==> config.mk <==
export PLATFORM = sky130hd
export DESIGN_NAME = cover_event_arbiter
export DESIGN_NICKNAME = d
export VERILOG_FILES = /design/src/rtl/cover_event_arbiter.sv
export SDC_FILE = /design/constraint.sdc
export NUM_CORES = 1
export LEC_CHECK = 0
export ABC_AREA = 1
export CAP_MARGIN = 15
export CORE_MARGIN = 5
export CORE_UTILIZATION = 55
export DETAILED_ROUTE_END_ITERATION = 8
export MAX_ROUTING_LAYER = met4
export PLACE_DENSITY = 0.9
export SYNTH_ARGS = -nofsm -noshare
export SYNTH_HDL_FRONTEND = slang
export SYNTH_SLANG_ARGS = --single-unit
export TNS_END_PERCENT = 10
==> constraint.sdc <==
create_clock -name clock -period 16.39 [get_ports clock]
set_input_delay 3.278 -clock clock [delete_from_list [all_inputs] [get_ports clock]]
set_output_delay 3.278 -clock clock [all_outputs]
set_load 0.05 [all_outputs]
==> src/rtl/cover_event_arbiter.sv <==
// cover_event_arbiter
//   Merges cover-point hit events from NUM_REQ toggle-cover sources into a
//   single valid/ready stream of cover indices for the coverage sink.
//   Each source owns a one-deep pending slot. A round-robin arbiter refills
//   a registered one-entry output slot. Lost and delivered events are counted
//   with saturating counters.
//
//   Optional feature macro: COVER_DEDUP_EN. When it is defined, a seen[]
//   bitmap suppresses repeat reports of the same cover index until reset or
//   cov_clear.
//
// Ports
//   clock        : single clock; all state updates on its rising edge
//   reset        : asynchronous, active-low
//   req_valid    : per-source hit strobe
//   req_index    : per-source cover index, source i at [i*IDX_W +: IDX_W]
//   out_valid    : out_index holds an event
//   out_ready    : sink accepts; a transfer is out_valid & out_ready
//   out_index    : reported cover index
//   cov_clear    : synchronous clear of the counters (and the seen bitmap)
//   drop_count   : events lost to overflow or out-of-range index, saturating
//   report_count : completed transfers, saturating
//   busy         : any pending slot full or output slot full
module cover_event_arbiter #(
    parameter int unsigned NUM_REQ     = 8,
    parameter int unsigned COVER_TOTAL = 8744,
    parameter int unsigned IDX_W       = 14,
    parameter int unsigned CNT_W       = 32
) (
    input  logic                       clock,
    input  logic                       reset,
    input  logic [NUM_REQ-1:0]         req_valid,
    input  logic [NUM_REQ*IDX_W-1:0]   req_index,
    output logic                       out_valid,
    input  logic                       out_ready,
    output logic [IDX_W-1:0]           out_index,
    input  logic                       cov_clear,
    output logic [CNT_W-1:0]           drop_count,
    output logic [CNT_W-1:0]           report_count,
    output logic                       busy
);

    localparam int unsigned PTR_W  = (NUM_REQ > 1) ? $clog2(NUM_REQ) : 1;
    localparam int unsigned DCNT_W = $clog2(NUM_REQ + 1);

    typedef enum logic {
        S_EMPTY = 1'b0,
        S_FULL  = 1'b1
    } slot_state_e;

    slot_state_e          state_q, state_d;
    logic [IDX_W-1:0]     out_index_q, out_index_d;
    logic [NUM_REQ-1:0]   pend_q, pend_d;
    logic [IDX_W-1:0]     pend_idx_q [NUM_REQ];
    logic [IDX_W-1:0]     pend_idx_d [NUM_REQ];
    logic [PTR_W-1:0]     rr_ptr_q, rr_ptr_d;
    logic [CNT_W-1:0]     drop_q, drop_d;
    logic [CNT_W-1:0]     report_q, report_d;
    logic                 busy_q, busy_d;
`ifdef COVER_DEDUP_EN
    logic [COVER_TOTAL-1:0] seen_q, seen_d;
    logic [COVER_TOTAL-1:0] seen_w;
`endif

    logic                 grant_ok;
    logic                 win_found;
    logic [PTR_W-1:0]     win_idx;
    logic                 grant;
    logic                 transfer;
    logic [DCNT_W-1:0]    drop_num;
    logic [CNT_W:0]       drop_sum;
    logic [IDX_W-1:0]     idx_i;

    // Round-robin winner: first pending source scanning upward from rr_ptr.
    always_comb begin
        grant_ok  = (state_q == S_EMPTY) || out_ready;
        win_found = 1'b0;
        win_idx   = '0;
        for (int unsigned k = 0; k < NUM_REQ; k++) begin
            int unsigned c;
            c = (int'(rr_ptr_q) + k) % NUM_REQ;
            if (!win_found && pend_q[PTR_W'(c)]) begin
                win_found = 1'b1;
                win_idx   = PTR_W'(c);
            end
        end
        grant = grant_ok && win_found;
    end

    // Output-slot FSM, pending-slot capture and statistics.
    always_comb begin
        state_d     = state_q;
        out_index_d = out_index_q;
        rr_ptr_d    = rr_ptr_q;
        pend_d      = pend_q;
        pend_idx_d  = pend_idx_q;
        drop_num    = '0;
        drop_sum    = '0;
        idx_i       = '0;
        drop_d      = drop_q;
        report_d    = report_q;
        transfer    = (state_q == S_FULL) && out_ready;
`ifdef COVER_DEDUP_EN
        seen_w      = seen_q;
`endif

        case (state_q)
            S_EMPTY: if (grant) state_d = S_FULL;
            S_FULL: begin
                if (grant)          state_d = S_FULL;
                else if (out_ready) state_d = S_EMPTY;
            end
            default: state_d = S_EMPTY;
        endcase

        // Grant first so the winner's slot reads as free for a same-edge reload.
        if (grant) begin
            out_index_d     = pend_idx_q[win_idx];
            pend_d[win_idx] = 1'b0;
            rr_ptr_d        = (win_idx == PTR_W'(NUM_REQ - 1)) ? '0 : win_idx + PTR_W'(1);
        end

        // Ascending source order gives the lowest source priority on duplicate indices.
        for (int unsigned i = 0; i < NUM_REQ; i++) begin
            idx_i = req_index[i*IDX_W +: IDX_W];
            if (req_valid[i]) begin
                if (32'(idx_i) >= COVER_TOTAL) begin
                    drop_num = drop_num + DCNT_W'(1);
                end
`ifdef COVER_DEDUP_EN
                else if (seen_w[idx_i]) begin
                    // repeat of an already reported index: discarded silently
                end
`endif
                else if (!pend_d[i]) begin
                    pend_d[i]     = 1'b1;
                    pend_idx_d[i] = idx_i;
`ifdef COVER_DEDUP_EN
                    seen_w[idx_i] = 1'b1;
`endif
                end else begin
                    drop_num = drop_num + DCNT_W'(1);
                end
            end
        end

        drop_sum = {1'b0, drop_q} + (CNT_W+1)'(drop_num);
        if (cov_clear) begin
            drop_d   = '0;
            report_d = '0;
        end else begin
            drop_d = drop_sum[CNT_W] ? '1 : drop_sum[CNT_W-1:0];
            if (transfer && (report_q != '1)) report_d = report_q + CNT_W'(1);
        end

`ifdef COVER_DEDUP_EN
        seen_d = cov_clear ? '0 : seen_w;
`endif
        busy_d = (|pend_d) || (state_d == S_FULL);
    end

    // State registers.
    always_ff @(posedge clock or negedge reset) begin
        if (!reset) begin
            state_q     <= S_EMPTY;
            out_index_q <= '0;
            pend_q      <= '0;
            for (int unsigned i = 0; i < NUM_REQ; i++) pend_idx_q[i] <= '0;
            rr_ptr_q    <= '0;
            drop_q      <= '0;
            report_q    <= '0;
            busy_q      <= 1'b0;
`ifdef COVER_DEDUP_EN
            seen_q      <= '0;
`endif
        end else begin
            state_q     <= state_d;
            out_index_q <= out_index_d;
            pend_q      <= pend_d;
            pend_idx_q  <= pend_idx_d;
            rr_ptr_q    <= rr_ptr_d;
            drop_q      <= drop_d;
            report_q    <= report_d;
            busy_q      <= busy_d;
`ifdef COVER_DEDUP_EN
            seen_q      <= seen_d;
`endif
        end
    end

    assign out_valid    = (state_q == S_FULL);
    assign out_index    = out_index_q;
    assign drop_count   = drop_q;
    assign report_count = report_q;
    assign busy         = busy_q;

endmodule

### Yosys cells after proc, flatten, opt, wreduce, memory -nomap -nowiden

Cells that the tools add are included.

| storage, ports and cells | value |
|---|---|
| bits of input ports | 124 |
| word-level logic and storage cells | 190 |
| output and inout port bits | 80 |
| flip-flop bits (word level) | 203 |

| cells by class | value |
|---|---|
| muxes and demuxes | 87 |
| bitwise operators | 20 |
| $add $sub $neg | 17 |
| reduce and logical (&&, ||, !) cells | 30 |
| equal/unequal tests | 2 |
| order comparisons | 19 |

Operators with widths:

| cell | count |
|---|---|
| $mux W32 | 4 |
| $ge A14 B14 Y1 const B | 8 |
| $mux W4 | 21 |
| $bmux W14 S3 | 1 |
| $mux W1 | 39 |
| $lt A3 B4 Y1 const B | 9 |
| $add A32 B4 Y33 | 1 |
| $add A32 B1 Y32 const B | 1 |
| $ne A32 B32 Y1 const B | 1 |
| $add A4 B1 Y4 const B | 7 |
| $mux W14 | 2 |
| $mux W3 | 9 |
| $bmux W1 S3 | 8 |
| $reduce_and A3 Y1 | 8 |
| $not A1 Y1 | 17 |
| $add A3 B3 Y3 const B | 4 |
| $logic_and A1 B1 Y1 | 11 |
| $and A8 B8 Y8 | 1 |
| $mux W8 | 1 |
| $not A8 Y8 | 1 |
| $reduce_or A8 Y1 | 1 |
| $logic_not A1 Y1 | 7 |
| $add A3 B1 Y3 const B | 2 |
| $add A3 B2 Y3 const B | 2 |
| 8 further kinds | 9 |

### Depth between registers and ports, before layout

Gate-level depths: netlist (run 1).

| depth | value |
|---|---|
| depth in word-level cells | 65 |
| mapped depth | 66 |
| mapped depth without buffers | 64 |

### Worst setup path after synthesis (run 1)

No wires, ideal clock.

| timing path | value |
|---|---|
| path kind | input to register |
| start point | in req_index[4] |
| end point | reg drop_q[31], in the netlist drop_count[31] |
| data arrival time | 9740 ps |
| path slack | 6530 ps |
| stages on the path | 53 |
| cell sequence | inv_1 > a21oi_1 > nor3_1 > a21oi_1 > inv_1 > a31oi_1 > inv_1 > a21oi_1 > ha_1 > nor2_1 > nor2_1 > nand2_2 > nand2_2 > ha_1 > nand2_1 > nand2_1 > ha_1 > or2_1 > [... 17 more ...] > nor2_1 > nand3_1 > nor3_1 > inv_1 > nor3_1 > inv_1 > nor3_1 > nand3_1 > nor2_1 > inv_1 > nor2_1 > inv_1 > nor3_1 > nand2_1 > nand2_1 > inv_1 > o21ai_0 > inv_1 |

| on the way | value |
|---|---|
| longest elaborated chain between the ends | 34 |

Ends and longest elaborated chain:

| element | line | source |
|---|---|---|
| start, declared | 33 | `input logic [NUM_REQ*IDX_W-1:0] req_index,` |
| $ge A14 B14 Y1 * | 127 | `if (32'(idx_i) >= COVER_TOTAL) begin` |
| $mux W1 * | 127 |  |
| $mux W1 * | 126 | `if (req_valid[i]) begin` |
| $add A4 B1 Y4 | 128, 142 |  |
| $mux W4 | 135 | `else if (!pend_d[i]) begin` |
| $mux W4 | 127 |  |
| $mux W4 * | 126 |  |
| $add A4 B1 Y4 | 128, 142 |  |
| [... 19 more ...] | - |  |
| $add A4 B1 Y4 | 128, 142 |  |
| $mux W4 | 135 |  |
| $mux W4 | 127 |  |
| $mux W4 * | 126 |  |
| $add A32 B4 Y33 * | 147 | `drop_sum = {1'b0, drop_q} + (CNT_W+1)'(drop_num);` |
| $mux W32 * | 152 | `drop_d = drop_sum[CNT_W] ? '1 : drop_sum[CNT_W-1:0];` |
| $mux W32 * | 148 | `if (cov_clear) begin` |
| net drop_d[31] | 57 | `logic [CNT_W-1:0] drop_q, drop_d;` |
| end signal, assigned | 182 | `drop_q <= drop_d;` |
| end, declared | 57 |  |

Mark *: on every way through the listed nets, which the timed path passes. The rest lies on a longest branch.
A chain may end at the register's enable or synchronous reset.

### Final worst setup path (run 1)

| timing path | value |
|---|---|
| start point | in out_ready |
| end point | reg drop_q[31], in the netlist drop_count[31] |

| on the way | value |
|---|---|
| longest elaborated chain between the ends | 37 |

Ends and longest elaborated chain:

| element | line | source |
|---|---|---|
| start, declared | 35 | `input logic out_ready,` |
| $logic_or A1 B1 Y1 * | 76 | `grant_ok = (state_q == S_EMPTY) \|\| out_ready;` |
| $logic_and A1 B1 Y1 * | 87 | `grant = grant_ok && win_found;` |
| $mux W8 * | 117 | `if (grant) begin` |
| $mux W1 | 135 |  |
| $mux W1 | 127 |  |
| $mux W1 | 126 |  |
| $add A4 B1 Y4 | 128, 142 |  |
| $mux W4 | 135 |  |
| [... 22 more ...] | - |  |
| $add A4 B1 Y4 | 128, 142 |  |
| $mux W4 | 135 |  |
| $mux W4 | 127 |  |
| $mux W4 * | 126 |  |
| $add A32 B4 Y33 * | 147 |  |
| $mux W32 * | 152 |  |
| $mux W32 * | 148 |  |
| net drop_d[31] | 57 |  |

Marks and branches as above.

==> results of run 1 <==
-- per-layer routing --
layer	track usage [%]	vias up	part of all wire [%]	wire length, microns
met2	46.06	589	48	16230
met5	-	-	0	0
met1	35.60	5188	39	12970
met4	12.95	0	5.2	1734
li1	-	5096	-	-
met3	4.497	132	8.0	2695
-- sequential cells by signal, summed over array words and instances, names as in the netlist --
register / cells
report_count: 32
busy: 1
out_index: 14
pend_idx_q: 112
drop_count: 32
pend_q: 8
rr_ptr_q: 3
out_valid: 1
-- final cells by class --
type                    instances  share of cell area [%]
repair buffers                208                   14.51
clock buffers                  33                   4.572
inverters                     226                   5.956
flip-flops and latches        203                   35.56
diodes                          2                 0.03504
clock inverters                 6                  0.4029
multi-input cells             976                   36.59
well taps                     270                   2.365
-- logic make-up after synthesis --
family          count (synthesis)  share of synthesized area (%)
compound gates                295                          14.48
xor+xnor                       28                          2.292
fa+ha+maj                      15                          1.719
buf+inv                       271                          9.223
flops                         203                          44.74
mux                            41                          4.066
simple gates                  597                          23.48
-- tightest hold or removal path, delay by kind of cell, from the launching register on --
family	cells	cell delay (ps)
DFF	1	350
and+or+nand+nor	1	50
AOI/OAI and AO/OA	1	50
-- cell usage after synthesis (4+ instances only) --
master       n  area, sq um
a31oi_1     11        68.82
mux2_2      41        461.7
dfrtp_1    203         5080
a221oi_1     6        52.55
nand3b_1     5        37.54
clkbuf_1    40        150.1
a2111oi_0    6        52.55
nor3_1      37        185.2
nand4_1     11        68.82
xor2_1      19        166.4
nor2_4       5        56.30
o21a_1       5        37.54
ha_1        14        175.2
nor2_1     101        379.1
a211oi_1     4        30.03
nor4_1       8        50.05
nand2_2     26        162.7
nand3_1     78        390.4
a22o_1       5        43.79
nand3_2     11        110.1
inv_1      208        780.8
xnor2_1      7        61.31
inv_2       15        56.30
o21ai_0    142        710.7
a21oi_1     99        495.5
nand2_1    306         1149
-- through the flow --
| step | hold WS (ps) | setup WS, ps | power, mW |
|---|---|---|---|
| after global routing | 509.0 | 4188 | 2.969 |
| after detailed placement | 473.5 | 4756 | 2.242 |
| after global placement | 465.4 | 5186 | 2.180 |
| after CTS | 487.8 | 5160 | 2.749 |
| after floorplan | 453.4 | 6530 | 1.832 |
| final | 487.2 | 4962 | 2.784 |
-- power groups by stage --
stage	Sequential, mW	Combinational [mW]	Clock, mW
floorplan	0.807	1.02	0
finish	0.777	1.52	0.492
CTS	0.772	1.48	0.493
detailed placement	0.779	1.46	0
global placement	0.773	1.41	0
global route	0.791	1.66	0.517
-- worst min path at each step --
stage	slack, ps	endpoint
floorplan	450	pend_idx_q[101]$_DFFE_PN0P_
global placement	470	pend_idx_q[17]$_DFFE_PN0P_
detailed placement	470	pend_idx_q[23]$_DFFE_PN0P_
CTS	490	pend_idx_q[23]$_DFFE_PN0P_
global route	510	pend_idx_q[55]$_DFFE_PN0P_
finish	490	pend_idx_q[88]$_DFFE_PN0P_
==> flow_summary.json, run 1 <==
{
  "status": "finished clean",
  "p_seq_share_pct": 27.9,
  "mostFrequentLayoutCell": "nand2_1",
  "final-setup-viol-count": 0,
  "initial_utilization_pct": 55.94,
  "route.antenna.remaining_nets": 0,
  "ys_seq_area_share_pct": 44.74,
  "coreArea_sq_um": 20300,
  "wl_per_cell_microns": 17.48,
  "worstPathMaxFanout": 23,
  "cp_top_family": "simple AND/OR/NAND/NOR gates",
  "min_period_ps": 11430,
  "grt_max_degree": 75,
  "post_cts_buffers": 0,
  "post-route-period-util_pct": 69.73,
  "yosysUniqueCellTypes": 51,
  "route.detailed.drc": 0,
  "rows": 52,
  "clock_sinks": 203,
  "vias": 11010,
  "vdd_drop_max_mv": 0.1115,
  "critPathMostFrequentCell": "nand2_1",
  "cp-start-kind": "input port",
  "max_freq_mhz": 87.50,
  "p_comb_share_pct": 54.4,
  "area_growth_pct": 25.81,
  "cts.path.max_buffers": 3,
  "synth_warnings": 0,
  "ys_ff_latch": 203,
  "seqCellArea_sq_um": 5080,
  "fillers": 1526,
  "first_pass_iters": 6,
  "r2r_end": "drop_count[31]$_DFF_PN0_",
  "syn_inst": 1450,
  "cts-root-buf": "clkbuf_16",
  "dieWidth_microns": 153.7,
  "dieArea_sq_um": 23620,
  "required_ps": 16770,
  "syn_area_per_cell_sq_um": 7.831,
  "ctsResizeCount": 0,
  "synthArstFlopShare_pct": 100.0,
  "final_cell_count_no_fill": 1924,
  "io_buffers": 203,
  "gr-total-overflow": 0,
  "timing.critical_path.slowest_stage_cell": "clkdlybuf4s50_1",
  "hpwl_microns": 24890,
  "intPower_mw": 1.446,
  "utilization_pct": 70.37,
  "hp-start": "pend_idx_q[88]$_DFFE_PN0P_",
  "power-per-cell-area_nw_per_um2": 194.9,
  "ioPinCount": 204,
  "grt_antenna_before_repair": 2,
  "grt_use_total_pct": 28.52,
  "drive_gt1_share_pct": 9.262,
  "max_cap_violations": 0,
  "slowest_delay_ps": 480,
  "synth_nets": 1589,
  "drt-total-wl_microns": 33620,
  "grt_pass1_wl_microns": 53880,
  "first_global_vias": 10670,
  "syn_area_sq_um": 11350,
  "clkPwrFrac_pct": 17.7,
  "arrival_ps": 11810,
  "clk_latency_ps": 500,
  "critPathLaunch": "out_ready",
  "multi_input_area_sq_um": 5228,
  "cts-hold-fix-buffers": 0,
  "switching_share_pct": 48.08,
  "finalClockSkew_ps": 11.30,
  "final_cell_mix": "nand2_1 (306), inv_1 (208), dfrtp_1 (203)",
  "r2r-start": "rr_ptr_q[0]$_DFFE_PN0N_",
  "die_y_microns": 153.7,
  "rsz0062_at_grt": "no",
  "cp.depth": 53,
  "place_area_sq_um": 13570,
  "crit_type": "input port to register",
  "clkTransAtPathRegs_ps": 60,
  "endpoint_kind": "register",
  "p_sw_mw": 1.339,
  "drt_iter0_markers": 1284,
  "gp_congestion": 0.9392,
  "cts_tree": "yes",
  "drv_slew": 0,
  "worst_hold_path_type": "register to register",
  "numCtsBuffers": 22,
  "synth_edf_count": 0,
  "relSlewSlack_pct": 27.66,
  "path_buf_inv": 12,
  "viasPerCell": 5.720,
  "holdPathStages": 2,
  "tightest_slew_ps": 1084,
  "reg2reg_depth": 62,
  "synth_ff_type": "dfrtp_1",
  "cp-endpoint": "drop_count[31]$_DFF_PN0_",
  "htreeDepth": 1,
  "finalInstanceArea_sq_um": 14290,
  "finalHoldViolCount": 0,
  "tns_ps": 0,
  "nNetsFinal": 1776,
  "p_leak_nw": 6.625,
  "dp_cells": 1883,
  "regToRegSetupSlack_ps": 5260
}
Power figures use the tool's default switching activity.
==> run 2: changes to the inputs <==
Settings changed: CORE_UTILIZATION 55 to 48, PLACE_DENSITY 0.9 to 0.84.
Clock period 16.39 ns to 10 ns, I/O delays scaled along.
==> flow_summary.json, run 2 (same netlist as run 1, synthesis figures left out) <==
{
  "die_y_microns": 163.8,
  "rows": 56,
  "viasPerCell": 5.343,
  "area_growth_pct": 27.30,
  "htreeDepth": 1,
  "status": "finished clean",
  "regToRegSetupSlack_ps": 870,
  "clk_latency_ps": 510,
  "path_buf_inv": 12,
  "worst_hold_path_type": "register to register",
  "gp_congestion": 0.9411,
  "wl_per_cell_microns": 16.38,
  "finalHoldViolCount": 0,
  "endpoint_kind": "register",
  "final-setup-viol-count": 0,
  "p_seq_share_pct": 27.5,
  "grt_max_degree": 132,
  "critPathMostFrequentCell": "inv_1",
  "r2r_end": "drop_count[31]$_DFF_PN0_",
  "tightest_slew_ps": 1088,
  "p_sw_mw": 2.170,
  "drive_gt1_share_pct": 10.24,
  "first_pass_iters": 5,
  "cp.depth": 54,
  "largest_register": "pend_idx_q",
  "mostFrequentLayoutCell": "nand2_1",
  "cts.path.max_buffers": 3,
  "relSlewSlack_pct": 27.26,
  "grt_pass1_wl_microns": 52070,
  "post-route-period-util_pct": 93.25,
  "place_ws_ps": -106.1,
  "utilization_pct": 61.76,
  "clock_sinks": 203,
  "crit_type": "input port to register",
  "dieWidth_microns": 163.8,
  "numCtsBuffers": 22,
  "io_buffers": 203,
  "cp-start-kind": "input port",
  "intPower_mw": 2.399,
  "final_cell_mix": "nand2_1 (306), inv_1 (207), dfrtp_1 (202), clkdlybuf4s50_1 (202), o21ai_0 (141)",
  "grt_antenna_before_repair": 3,
  "drt-total-wl_microns": 32470,
  "drt_iter0_markers": 902,
  "reg2reg_depth": 61,
  "cts-hold-fix-buffers": 0,
  "slowest_delay_ps": 460,
  "grt_use_total_pct": 24.64,
  "first_global_vias": 10210,
  "max_freq_mhz": 107.2,
  "vdd_drop_max_mv": 0.2707,
  "max_cap_violations": 0,
  "gr-total-overflow": 0,
  "fin_ws_ps": 674.9,
  "switching_share_pct": 47.49,
  "nNetsFinal": 1784,
  "r2r-start": "rr_ptr_q[0]$_DFFE_PN0N_",
  "critPathLaunch": "req_index[4]",
  "worstPathMaxFanout": 3,
  "p_leak_nw": 6.677,
  "finalClockSkew_ps": 21.89,
  "arrival_ps": 9710,
  "cts_tree": "yes",
  "power-per-cell-area_nw_per_um2": 316.0,
  "cp-endpoint": "drop_count[31]$_DFF_PN0_",
  "route.antenna.remaining_nets": 0,
  "vias": 10590,
  "hpwl_microns": 24200,
  "drv_slew": 0,
  "cts-root-buf": "clkbuf_16",
  "timing.critical_path.slowest_stage_cell": "clkdlybuf4s50_1",
  "initial_utilization_pct": 48.52,
  "coreArea_sq_um": 23400,
  "min_period_ps": 9325,
  "clkTransAtPathRegs_ps": 60,
  "clkPwrFrac_pct": 17.5,
  "route.detailed.drc": 0,
  "ioPinCount": 204,
  "cp_top_family": "simple AND/OR/NAND/NOR gates",
  "largest_reg_flops": 112,
  "dieArea_sq_um": 26830,
  "p_comb_share_pct": 55.0,
  "required_ps": 10390
}
==> run 2: metrics by stage <==
stage / cell area, sq um / instances / hold slack, ps / setup TNS (ps) / power [mW]
2_1_floorplan: 11350 / 1450 / 453.4 / 0 / 3.002
3_3_place_gp: 13660 / 1936 / 465.0 / 0 / 3.616
3_5_place_dp: 13660 / 1936 / 473.2 / -109.4 / 3.693
4_1_cts: 14370 / 1975 / 488.3 / 0 / 4.516
5_1_grt: 14450 / 1982 / 494.3 / -22.43 / 4.876
6_report: 14450 / 1982 / 485.0 / 0 / 4.568
==> run 2: worst min path at each step <==
stage                                  endpoint                        start  cells past startpoint
finish               pend_idx_q[90]$_DFFE_PN0P_   pend_idx_q[90]$_DFFE_PN0P_                      2
global route         pend_idx_q[88]$_DFFE_PN0P_   pend_idx_q[88]$_DFFE_PN0P_                      2
detailed placement   pend_idx_q[27]$_DFFE_PN0P_   pend_idx_q[27]$_DFFE_PN0P_                      2
floorplan           pend_idx_q[101]$_DFFE_PN0P_  pend_idx_q[101]$_DFFE_PN0P_                      2
CTS                  pend_idx_q[27]$_DFFE_PN0P_   pend_idx_q[27]$_DFFE_PN0P_                      2
global placement     pend_idx_q[27]$_DFFE_PN0P_   pend_idx_q[27]$_DFFE_PN0P_                      2
==> run 2: final cells by class <==
class / instances / area [sq um]
multi-input cells: 976 / 5251
diodes: 3 / 7.507
clock inverters: 8 / 76.32
repair buffers: 216 / 2153
well taps: 319 / 399.1
fillers: 1986 / 8949
clock buffers: 31 / 634.4
inverters: 226 / 850.8
flip-flops and latches: 203 / 5081
==> run 2: what timing repair did <==
item                       4_1_cts  5_1_grt
buffers inserted                 0        3
setup endpoints to repair        0       21
gates resized for setup          0        8
==> run 2: per-layer routing <==
metal,track usage (%),up-vias,wire [microns]
li1,-,5112,-
met1,32.57,4964,13450
met2,39.83,430,15650
met3,3.413,83,2280
met4,7.549,0,1092
met5,-,-,0
==> run 2: power groups by stage <==
| stage | Combinational (mW) | Clock, mW | Sequential [mW] |
|---|---|---|---|
| finish | 2.51 | 0.799 | 1.26 |
| global route | 2.75 | 0.849 | 1.28 |
| CTS | 2.45 | 0.812 | 1.25 |
| detailed placement | 2.43 | 0 | 1.27 |
| global placement | 2.36 | 0 | 1.25 |
| floorplan | 1.68 | 0 | 1.32 |
==> run 2: worst min-delay path: cells and delay by family, from the launching register on <==
| kind | cells | cell delay, ps |
|---|---|---|
| and+or+nand+nor | 1 | 50 |
| DFF | 1 | 340 |
| AOI/OAI and AO/OA | 1 | 60 |
==> run 3: changes to the inputs <==
Settings changed: SLEW_MARGIN set to 20.
==> flow_summary.json, run 3 (same netlist as run 1, synthesis figures left out) <==
{
  "reg2reg_depth": 61,
  "numCtsBuffers": 22,
  "timing.critical_path.slowest_stage_cell": "clkdlybuf4s50_1",
  "fin_ws_ps": 628.0,
  "cts.path.max_buffers": 3,
  "finalClockSkew_ps": 17.75,
  "largest_reg_flops": 112,
  "crit_type": "input port to register",
  "final_cell_count_no_fill": 1981,
  "mostFrequentLayoutCell": "nand2_1",
  "initial_utilization_pct": 48.52,
  "dp_cells": 1936,
  "max_freq_mhz": 106.7,
  "tightest_slew_ps": 1118,
  "slowest_delay_ps": 450,
  "dieArea_sq_um": 26830,
  "status": "finished clean",
  "multi_input_area_sq_um": 5251,
  "holdPathStages": 2,
  "cts-root-buf": "clkbuf_16",
  "place_ws_ps": -106.1,
  "grt_pass1_wl_microns": 52070,
  "drt_iter0_markers": 990,
  "wl_per_cell_microns": 16.39,
  "drv_slew": 0,
  "rows": 56,
  "grt_max_degree": 132,
  "p_leak_nw": 6.664,
  "drt-total-wl_microns": 32460,
  "clock_sinks": 203,
  "endpoint_kind": "register",
  "final-setup-viol-count": 0,
  "clk_latency_ps": 510,
  "post-route-period-util_pct": 93.72,
  "critPathMostFrequentCell": "inv_1",
  "grt_antenna_before_repair": 3,
  "final_cell_mix": "nand2_1 (306), inv_1 (206), dfrtp_1 (202), clkdlybuf4s50_1 (202), o21ai_0 (141)",
  "utilization_pct": 61.65,
  "cp-start-kind": "input port",
  "largest_register": "pend_idx_q",
  "die_y_microns": 163.8,
  "power-per-cell-area_nw_per_um2": 316.5,
  "nNetsFinal": 1783,
  "first_pass_iters": 5,
  "route.antenna.remaining_nets": 0,
  "io_buffers": 203,
  "coreArea_sq_um": 23400,
  "vias": 10580,
  "htreeDepth": 1,
  "ioPinCount": 204,
  "first_global_vias": 10210,
  "worst_hold_path_type": "register to register",
  "min_period_ps": 9372,
  "tns_ps": 0,
  "dieWidth_microns": 163.8,
  "max_cap_violations": 0,
  "cts_tree": "yes",
  "gp_congestion": 0.9411,
  "fillers": 1989,
  "seqCellArea_sq_um": 5081,
  "relSlewSlack_pct": 25.21,
  "gr-total-overflow": 0,
  "vdd_drop_max_mv": 0.2703,
  "grt_use_total_pct": 24.64,
  "finalHoldViolCount": 0,
  "drive_gt1_share_pct": 10.25,
  "hpwl_microns": 24200,
  "worstPathMaxFanout": 3,
  "clkTransAtPathRegs_ps": 60,
  "arrival_ps": 9760,
  "route.detailed.drc": 0,
  "p_total_mw": 4.566,
  "viasPerCell": 5.340,
  "area_growth_pct": 27.06,
  "required_ps": 10380
}
## run 3: worst paths after layout
path | from | endpoint | slack [ps]
max | req_index[4] | drop_count[31]$_DFF_PN0_ | 630
min | pend_idx_q[90]$_DFFE_PN0P_ | pend_idx_q[90]$_DFFE_PN0P_ | 490
max reg2reg | rr_ptr_q[0]$_DFFE_PN0N_ | drop_count[31]$_DFF_PN0_ | 800
min reg2reg | pend_idx_q[90]$_DFFE_PN0P_ | pend_idx_q[90]$_DFFE_PN0P_ | 490
max in group asynchronous | reset | report_count[24]$_DFFE_PN0P_ | 6880
min in group asynchronous | reset | pend_idx_q[103]$_DFFE_PN0P_ | 1610
## run 3: repair_timing
item | CTS | global route
setup endpoints to repair | 0 | 21
buffers inserted | 0 | 3
resized for setup | 0 | 8
hold buffers | 0 | 0
## run 3: metrics by stage
step / hold slack [ps] / area, sq um
after floorplan: 453.4 / 11350
after global placement: 465.0 / 13660
after detailed placement: 473.2 / 13660
after CTS: 488.3 / 14370
after global routing: 494.3 / 14430
final: 485.7 / 14430
## run 3: area by class of cell
cell class              count  area share [%]
flip-flops and latches    203           35.22
multi-input cells         976           36.40
clock inverters             8          0.5290
repair buffers            215           14.74
clock buffers              31           4.397
well taps                 319           2.766
inverters                 226           5.897
diodes                      3         0.05203
## run 3: critical path, delay by kind of cell
kind                     cells  cell delay [ps]
AO/OA/AOI/OAI                7             1070
AND/OR/NAND/NOR             29             3720
buffers and inverters       12             1300
adder cells (fa/ha/maj)      6             1640
## run 3: routing by layer
layer	track usage [%]	wire length, microns
met1	32.57	13500
met5	-	0
met3	3.413	2212
met4	7.549	1049
met2	39.83	15700
## run 3: power by group
group | total [mW] | leakage, nW | switching [mW] | internal (mW)
Combinational | 2.51 | 3.75 | 1.68 | 0.834
Clock | 0.798 | 0.356 | 0.330 | 0.468
Sequential | 1.26 | 2.55 | 0.162 | 1.10
Total | 4.57 | 6.66 | 2.17 | 2.40
